**src/rtl/fir_mem_pkg.sv**
```systemverilog
// Shared types for the FIR RAM arbiter slice.
// Write-request bundle and grant encoding.
package fir_mem_pkg;

  localparam int FIR_ADDR_W = 13;
  localparam int FIR_DATA_W = 16;

  typedef struct packed {
    logic [FIR_ADDR_W-1:0] addr;
    logic [FIR_DATA_W-1:0] data;
  } wr_req_t;

  typedef enum logic [1:0] {
    GNT_NONE,
    GNT_RD,
    GNT_WR
  } grant_t;

endpackage

```
**src/rtl/fir_wbuf.sv**
```systemverilog
// Circular write buffer for AXI-side RAM writes.
// Head entry is visible combinationally; a push is seen one cycle later.
module fir_wbuf
  import fir_mem_pkg::*;
#(
  parameter int  DEPTH = 2,
  parameter type T     = wr_req_t,
  localparam int PW    = $clog2(DEPTH),
  localparam int LW    = PW + 1
) (
  input  logic          clk,
  input  logic          rst_n,
  input  logic          push,
  input  T              push_d,
  input  logic          pop,
  output T              head,
  output logic [LW-1:0] level,
  output logic          full,
  output logic          empty
);

  T              r_mem [DEPTH];
  logic [PW-1:0] r_wp;
  logic [PW-1:0] r_rp;
  logic [LW-1:0] r_level;

  always_ff @(posedge clk) begin
    if (push) r_mem[r_wp] <= push_d;
  end

  always_ff @(posedge clk or negedge rst_n) begin
    if (!rst_n) begin
      r_wp    <= '0;
      r_rp    <= '0;
      r_level <= '0;
    end else begin
      if (push) r_wp <= r_wp + 1'b1;
      if (pop)  r_rp <= r_rp + 1'b1;
      if (push && !pop)      r_level <= r_level + 1'b1;
      else if (!push && pop) r_level <= r_level - 1'b1;
    end
  end

  assign head  = r_mem[r_rp];
  assign level = r_level;
  assign full  = (r_level == LW'(DEPTH));
  assign empty = (r_level == '0);

endmodule

```
**src/rtl/fir_ram_arbiter.sv**
```systemverilog
// Single-port RAM arbiter: buffered AXI writes vs FIR reads.
// Reads win bounded bursts; a full buffer always takes the port.
module fir_ram_arbiter
  import fir_mem_pkg::*;
#(
  parameter int  ADDR_W     = FIR_ADDR_W,
  parameter int  DATA_W     = FIR_DATA_W,
  parameter int  WBUF_DEPTH = 2,
  parameter int  MAX_BURST  = 4,
  parameter int  RD_LAT     = 1,
  localparam int LW         = $clog2(WBUF_DEPTH) + 1
) (
  input  logic              a_clk,
  input  logic              a_rst_n,
  input  logic              a_wr,
  input  logic [ADDR_W-1:0] a_address_wr,
  input  logic [DATA_W-1:0] a_data_out,
  output logic              a_wr_ready,
  input  logic              f_rd_req,
  input  logic [ADDR_W-1:0] f_rd_addr,
  output logic              f_rd_gnt,
  output logic              f_rd_valid,
  output logic [DATA_W-1:0] f_rd_data,
  output logic              ram_en,
  output logic              ram_we,
  output logic [ADDR_W-1:0] ram_addr,
  output logic [DATA_W-1:0] ram_wdata,
  input  logic [DATA_W-1:0] ram_rdata,
  output logic [LW-1:0]     wbuf_level,
  output logic              err_drop
);

  localparam int SW = $clog2(MAX_BURST + 1);
  localparam logic [SW-1:0] SMAX = SW'(MAX_BURST);

  typedef struct packed {
    logic [ADDR_W-1:0] addr;
    logic [DATA_W-1:0] data;
  } req_t;

  req_t              w_head;
  req_t              w_push_d;
  logic              w_full;
  logic              w_empty;
  logic              w_push;
  logic              w_yield;
  grant_t            w_gnt;
  logic              r_live;
  logic              r_err;
  logic [SW-1:0]     r_streak;
  logic [RD_LAT-1:0] r_vpipe;

  assign a_wr_ready = !w_full;
  assign w_push     = a_wr && a_wr_ready;
  assign w_push_d   = '{addr: a_address_wr, data: a_data_out};

  fir_wbuf #(
    .DEPTH (WBUF_DEPTH),
    .T     (req_t)
  ) u_wbuf (
    .clk    (a_clk),
    .rst_n  (a_rst_n),
    .push   (w_push),
    .push_d (w_push_d),
    .pop    (w_gnt == GNT_WR),
    .head   (w_head),
    .level  (wbuf_level),
    .full   (w_full),
    .empty  (w_empty)
  );

  // Grants are held off until the first edge after reset release.
  always_ff @(posedge a_clk or negedge a_rst_n) begin
    if (!a_rst_n) r_live <= 1'b0;
    else          r_live <= 1'b1;
  end

  assign w_yield = w_full || (r_streak == SMAX);

  always_comb begin
    w_gnt = GNT_NONE;
    if (r_live) begin
      unique case (1'b1)
        f_rd_req && w_empty:              w_gnt = GNT_RD;
        !f_rd_req && !w_empty:            w_gnt = GNT_WR;
        f_rd_req && !w_empty && w_yield:  w_gnt = GNT_WR;
        f_rd_req && !w_empty && !w_yield: w_gnt = GNT_RD;
        default:                          w_gnt = GNT_NONE;
      endcase
    end
  end

  always_comb begin
    ram_en    = (w_gnt != GNT_NONE);
    ram_we    = (w_gnt == GNT_WR);
    f_rd_gnt  = (w_gnt == GNT_RD);
    ram_addr  = '0;
    ram_wdata = '0;
    if (w_gnt == GNT_RD) ram_addr = f_rd_addr;
    if (w_gnt == GNT_WR) begin
      ram_addr  = w_head.addr;
      ram_wdata = w_head.data;
    end
  end

  always_ff @(posedge a_clk or negedge a_rst_n) begin
    if (!a_rst_n) begin
      r_streak <= '0;
    end else if (w_gnt == GNT_WR || !f_rd_req) begin
      r_streak <= '0;
    end else if (w_gnt == GNT_RD && !w_empty && r_streak != SMAX) begin
      r_streak <= r_streak + 1'b1;
    end
  end

  always_ff @(posedge a_clk or negedge a_rst_n) begin
    if (!a_rst_n)               r_err <= 1'b0;
    else if (a_wr && !a_wr_ready) r_err <= 1'b1;
  end

  assign err_drop = r_err;

  always_ff @(posedge a_clk or negedge a_rst_n) begin
    if (!a_rst_n) begin
      r_vpipe <= '0;
    end else begin
      r_vpipe[0] <= (w_gnt == GNT_RD);
      for (int i = 1; i < RD_LAT; i++) r_vpipe[i] <= r_vpipe[i-1];
    end
  end

  assign f_rd_valid = r_vpipe[RD_LAT-1];
  assign f_rd_data  = f_rd_valid ? ram_rdata : '0;

endmodule

```
**config.mk**
```make
export PLATFORM = sky130hd
export DESIGN_NAME = fir_ram_arbiter
export DESIGN_NICKNAME = d
export VERILOG_FILES = /design/src/rtl/fir_mem_pkg.sv /design/src/rtl/fir_wbuf.sv /design/src/rtl/fir_ram_arbiter.sv
export SDC_FILE = /design/constraint.sdc
export NUM_CORES = 1
export LEC_CHECK = 0
export CORE_AREA = 10 10 67 125
export CTS_BUF_LIST = sky130_fd_sc_hd__clkbuf_4 sky130_fd_sc_hd__clkbuf_8 sky130_fd_sc_hd__clkbuf_16
export CTS_CLUSTER_SIZE = 10
export DETAILED_ROUTE_END_ITERATION = 10
export DIE_AREA = 0 0 77 135
export PLACE_DENSITY = 0.81
export SYNTH_ARGS = -nofsm -noshare
export SYNTH_HDL_FRONTEND = slang
export SYNTH_SLANG_ARGS = --single-unit
```
**constraint.sdc**
```tcl
create_clock -name a_clk -period 5.2 [get_ports a_clk]
set_clock_uncertainty 0.2 [all_clocks]
set_input_delay 1.04 -clock a_clk [delete_from_list [all_inputs] [get_ports a_clk]]
set_output_delay 1.04 -clock a_clk [all_outputs]
set_load 0.02 [all_outputs]
```
; After elaboration in Yosys (flattened, before gate mapping)
; Memory sizes are Yosys's and may differ from the RTL's.
; Cells that the tools add are included.
[totals]
ff_bits = 10
ram_bits = 58
input_bits = 62
output_inout_bits = 53
elab_cells = 55
mem_count = 1
[mem_list]
columns = memory, words, width, read_ports, rd_clocked_by_memory_dff, write_ports, line_no
row1 = u_wbuf.r_mem, 2, 29, 1, 0, 1, fir_wbuf.sv:22  ; T r_mem [DEPTH];
[op_classes]
n_addsub = 5
eq_ne = 5
mux = 12
reduce_logical = 25
[ops]
columns = op, n
row1 = 2-to-1 mux 16 bit, 2
row2 = 2-to-1 mux 13 bit, 2
row3 = logical AND 1 bit, 11
row4 = zero test 1 bit, 6
row5 = 2-to-1 mux 2 bit, 3
row6 = 2-to-1 mux 3 bit, 2
row7 = nonzero test 2 bit, 3
row8 = == test 2 bit (second input constant), 2
row9 = case mux 2 bit (2 select lines), 1
row10 = OR reduction 2 bit, 2
row11 = adder 3 x 1 -> 3 bit (second input constant), 1
row12 = == test 3 bit (second input constant), 1
row13 = inequality test 3 bit (second input constant), 1
row14 = adder 1 bit (second input constant), 2
row15 = adder 2 x 1 -> 2 bit (second input constant), 1
row16 = == test 2 x 1 -> 1 bit (second input constant), 1
row17 = zero test 2 bit, 1
row18 = logical OR 1 bit, 2
row19 = 2-to-1 mux 1 bit, 2
row20 = subtractor 2 x 1 -> 2 bit (second input constant), 1

; Longest topological paths before layout
[depth]
word_depth = 12
ltp_mapped = 10
mapped_depth_nobuf = 8

; Modules after synthesis
; Synthesis repeated with hierarchy kept, for this count alone.
[hier_totals]
hier_cells = 188
hier_area_um2 = 3079.2
[by_module_without_submodules]
columns = mod, n_inst, cells_per_inst, area_each_um2, seq_area_each_um2
row1 = fir_wbuf, 1, 106, 2397.3, 1841.8
row2 = fir_ram_arbiter, 1, 82, 681.9, 150.1

; Worst setup path after synthesis
; OpenSTA, ideal clock, no wires.
[synth_timing]
path_kind = input -> output
start = input f_rd_req
end = output ram_addr[10]
arrival_ns = 1.836
required_time_ns = 3.960
setup_slack_ns = 2.124
stages = 4
n_path_buf = 2
path_cell_list = a31o_1 > buf_6 > buf_6 > o2bb2ai_1
[synth_via]
elab_chain_len = 8
elab_cells_between_ends = 14
classes_between = 2 x eq/ne / 4 x mux / 8 x reduce/logical
[synth_lines]
columns = element, line_no
row1 = "start, declared", fir_ram_arbiter.sv:19  ; input logic f_rd_req,
row2 = logical AND 1 bit or zero test 1 bit (tied branches), "fir_ram_arbiter.sv:86, fir_ram_arbiter.sv:87, fir_ram_arbiter.sv:85"
row3 = "logical AND 1 bit, on equally long branches", "fir_ram_arbiter.sv:87, fir_ram_arbiter.sv:85, fir_ram_arbiter.sv:86"
row4 = OR reduction 2 bit (no source line), --
row5 = case mux 2 bit (2 select lines) *, fir_ram_arbiter.sv:83  ; unique case (1'b1)
row6 = 2-to-1 mux 2 bit *, fir_ram_arbiter.sv:82  ; if (r_live) begin
row7 = == test 2 x 1 -> 1 bit, fir_ram_arbiter.sv:99  ; if (w_gnt == GNT_RD) ram_addr = f_rd_addr;
row8 = 2-to-1 mux 13 bit, fir_ram_arbiter.sv:99
row9 = 2-to-1 mux 13 bit *, fir_ram_arbiter.sv:100  ; if (w_gnt == GNT_WR) begin
row10 = "end, declared", fir_ram_arbiter.sv:26  ; output logic [ADDR_W-1:0] ram_addr,
; Every way passes the cells marked *; elsewhere a longest branch is shown, timed or not.

; Worst setup path after layout
[layout_timing]
start = input f_rd_req
end = output ram_addr[12]
; Same word-level chain as after synthesis.

==> run summary <==
The sum of internal, switching and leakage power is 0.00214 W, and the number of placed instances, taps included is 378. Setup violations remaining at the end of the flow were counted as 0. The critical path starts at f_rd_req.

Before antenna repair, the detailed router went through 4 iterations. The first global-routing pass estimated 11000 um of wire. The finished layout holds 394 standard cells, fillers aside. In this design, the critical path's most frequently occurring cell is sky130_fd_sc_hd__clkdlybuf4s50_1.

The number of setup buffers added after CTS is 0. The max-slew headroom at the worst pin was 0.415. The slowest stage of the critical path is the sky130_fd_sc_hd__clkdlybuf4s50_1 cell. Yosys attributes the largest share of cell area to sky130_fd_sc_hd__edfxtp_1 (60%), sky130_fd_sc_hd__mux2i_1 (10%), sky130_fd_sc_hd__dfrtp_1 (8.6%).

The clock net in this run drives a total of 68 sinks. The floorplan step set the die width to 77 um. The net count after synthesis is 254. The cell taking the most area after synthesis was sky130_fd_sc_hd__edfxtp_1. Maximum clock insertion buffer count: 2. The power per cell area came out at 492 nW/um^2. The share of the synthesized area in the top cell type is 0.599, and the DRC violations left is 0. The total overflow left after global routing is 0. The quantity of hold-fixing buffers added after cts is 0. The maximum number of pins on one net before global-route repair is 34. The period utilization is 0.821, and the placed wire-length estimate after detailed placement is 5350 um. After synthesis the netlist holds a flip-flop and latch count of 68. Yosys mapped the design onto 27 distinct sky130hd cell types. The number of core rows was 41; the final antenna diode count was 0. At the end of routability-driven placement, the weighted congestion stood at 0.769. The startpoint identified for the worst register-to-register timing path is u_wbuf.level[0]. The critical path contains buffers and inverters numbering 2 combined. STA puts the critical path data arrival time at 3.03 ns. Timing would allow up to 0.234 GHz. The post-synthesis instance area came out at 2910 um^2. In the layout the commonest cells are sky130_fd_sc_hd__clkdlybuf4s50_1 (114), sky130_fd_sc_hd__edfxtp_1 (58), sky130_fd_sc_hd__mux2i_1 (29), sky130_fd_sc_hd__nor2_1 (17), sky130_fd_sc_hd__and2_1 (16).

The via count of the first global-routing pass came out at 2070. During synthesis, Yosys emitted a total of 0 warnings. The stage delay of the slowest cell on the critical path is 0.64 ns. Source of the worst hold timing path: err_drop.

Traced cell by cell, the critical path runs through clkdlybuf4s50_1, and4_1, o2bb2ai_1, clkdlybuf4s50_1. After detailed routing, the average wire length per cell comes to 18.1 um. In the synthesized netlist, the number of instances is 189. The hold violation total from the final report came out at 0.

The run gives 1.61 nW as the leakage dissipation. The min-delay analysis places its worst path in the category flop to flop. The first routing iteration left 62 violations. The logs give 0.283 ns for the worst hold slack and 3 for the number of H-tree branching levels. The cell sitting at the root of the clock tree is a sky130_fd_sc_hd__clkbuf_16. IR analysis of the VDD net gives a maximum drop of 0.318 mV.

The cell family contributing the most delay on the critical path is buffers and inverters. At the pin with the least slew margin, the transition time is 0.875 ns. The routed layout has 1908 vias. The flow ran to the end, and the final reports show no timing, DRC or antenna violations. The clock transition time at the flip-flop clock pins of the worst setup and hold paths was 0.05 ns; the die boundary height was 135 um.

Wires add up to 7120 um. Category of the most critical setup path: input pin to output port. The worst path in the final design needs a cycle of 4.27 ns, including I/O delays and setup.

The floorplan step defined a core boundary enclosing 6310 um^2. Most common cell after layout, fill and taps aside: sky130_fd_sc_hd__clkdlybuf4s50_1. The number of top-level pins came out at 115. Clock latency on the worst-skew pair, taken at its later pin, is 0.32 ns. The layout-stage area growth over the synthesis result is 49.7%, and the area of the die is 10400 um^2. The logs give 0 for the number of antenna violations at the first check in global routing and 2.99 ns for the reg2reg setup slack.

The run gives 9 as the TritonCTS buffer count. For the final setup TNS, the log shows 0 ns. The share of post-route cells with drive strength above 1 is 0.0649, and the final number of max-transition violations is 0. Data on the critical path is required at its endpoint by 3.96 ns. The number of gates resized after CTS was 0. Global-route total usage across every layer: 0.138.

Once detail routing completed, the nets flagged for antenna violations numbered 0. In this run the worst path has a maximum fanout of 15. The worst setup path is captured at an output port. The kind of launch point of the worst setup path was an input pin. The final layout contains 368 nets.

The via density per instance came out at 4.84. The average instance in the mapped netlist occupies 15.4 um^2. The share of the yosys chip area belonging to registers is 0.685.

Setup repair after global routing left no endpoint under its margin. TritonCTS built the clock tree. The tools report the starting utilization of the core area as 0.461. The count of maximum capacitance violations was 0; the port buffer count was 114.
[sequential cells by signal, indices dropped and copies added (netlist names)]
register and count:
err_drop 1, f_rd_valid 1, r_live 1, r_streak 3
u_wbuf.level 2, u_wbuf.r_mem 58, u_wbuf.r_rp 1, u_wbuf.r_wp 1
[cell type report]
class / instances / area [um^2]
clock inverter: 7 / 57.6
clock buffer: 9 / 225
sequential: 68 / 1990
fill: 485 / 1960
timing repair buffer: 115 / 1150
multi-input combinational: 104 / 803
tap: 86 / 108
inverter: 5 / 18.8
[report_power, final]
group	switching, W	leakage [nW]	internal, W	total, W
logic	0.000364	0.819	0.000360	0.000724
registers	0.000114	0.659	0.000738	0.000853
clock network	0.000203	0.135	0.000363	0.000565
total	0.000681	1.61	0.00146	0.00214
[per-layer routing]
| metal | wire, um | part of all wire | global-route usage |
|---|---|---|---|
| met1 | 2470 | 0.35 | 0.125 |
| met2 | 3950 | 0.56 | 0.255 |
| met3 | 474 | 0.067 | 0.0412 |
| met4 | 220 | 0.031 | 0.0898 |
| met5 | 0 | 0 | 0 |
[cells by family after synthesis]
family,synth area share
buffers and inverters,0.0413
xor gates and xnor gates,0.0151
other,0.00129
muxes,0.0998
and+or+nand+nor,0.0843
DFF,0.685
adders and majority gates,0.0129
AOI/OAI and AO/OA,0.0602
[per-stage QoR]
stage,area (um^2),worst slack (ns),util
6_report,4350,0.933,0.690
5_1_grt,4350,0.827,0.690
4_1_cts,4350,0.918,0.690
2_1_floorplan,2910,2.12,-
3_3_place_gp,4070,0.993,0.645
3_5_place_dp,4070,0.916,0.645
[path summary, 6_finish.rpt]
kind	to	cells after the start
max	ram_addr[12]	4
min	err_drop	1
max reg2reg	u_wbuf.r_mem[0][18]	3
min reg2reg	err_drop	1
max in group asynchronous	u_wbuf.r_rp	1
min in group asynchronous	err_drop	1
[cells in the mapped netlist]
master	count
sky130_fd_sc_hd__a21boi_0	2
sky130_fd_sc_hd__nand2_1	4
sky130_fd_sc_hd__nand2b_4	1
sky130_fd_sc_hd__edfxtp_1	58
sky130_fd_sc_hd__nand3b_1	1
sky130_fd_sc_hd__buf_6	7
sky130_fd_sc_hd__and4_1	1
sky130_fd_sc_hd__dfrtp_1	10
sky130_fd_sc_hd__o2111a_1	1
sky130_fd_sc_hd__xnor2_1	3
sky130_fd_sc_hd__and2_1	16
sky130_fd_sc_hd__buf_2	3
sky130_fd_sc_hd__a31o_1	1
sky130_fd_sc_hd__nor2_1	18
sky130_fd_sc_hd__clkbuf_1	2
sky130_fd_sc_hd__and3_2	2
sky130_fd_sc_hd__inv_1	5
sky130_fd_sc_hd__mux2i_1	29
sky130_fd_sc_hd__nand3_1	1
sky130_fd_sc_hd__o21bai_1	1
sky130_fd_sc_hd__xor2_1	2
sky130_fd_sc_hd__conb_1	1
sky130_fd_sc_hd__nand4_1	2
sky130_fd_sc_hd__o2bb2ai_1	13
sky130_fd_sc_hd__o21ai_2	1
sky130_fd_sc_hd__ha_1	3
sky130_fd_sc_hd__o31a_2	1
Note: power is estimated with default switching activity, not from simulation.
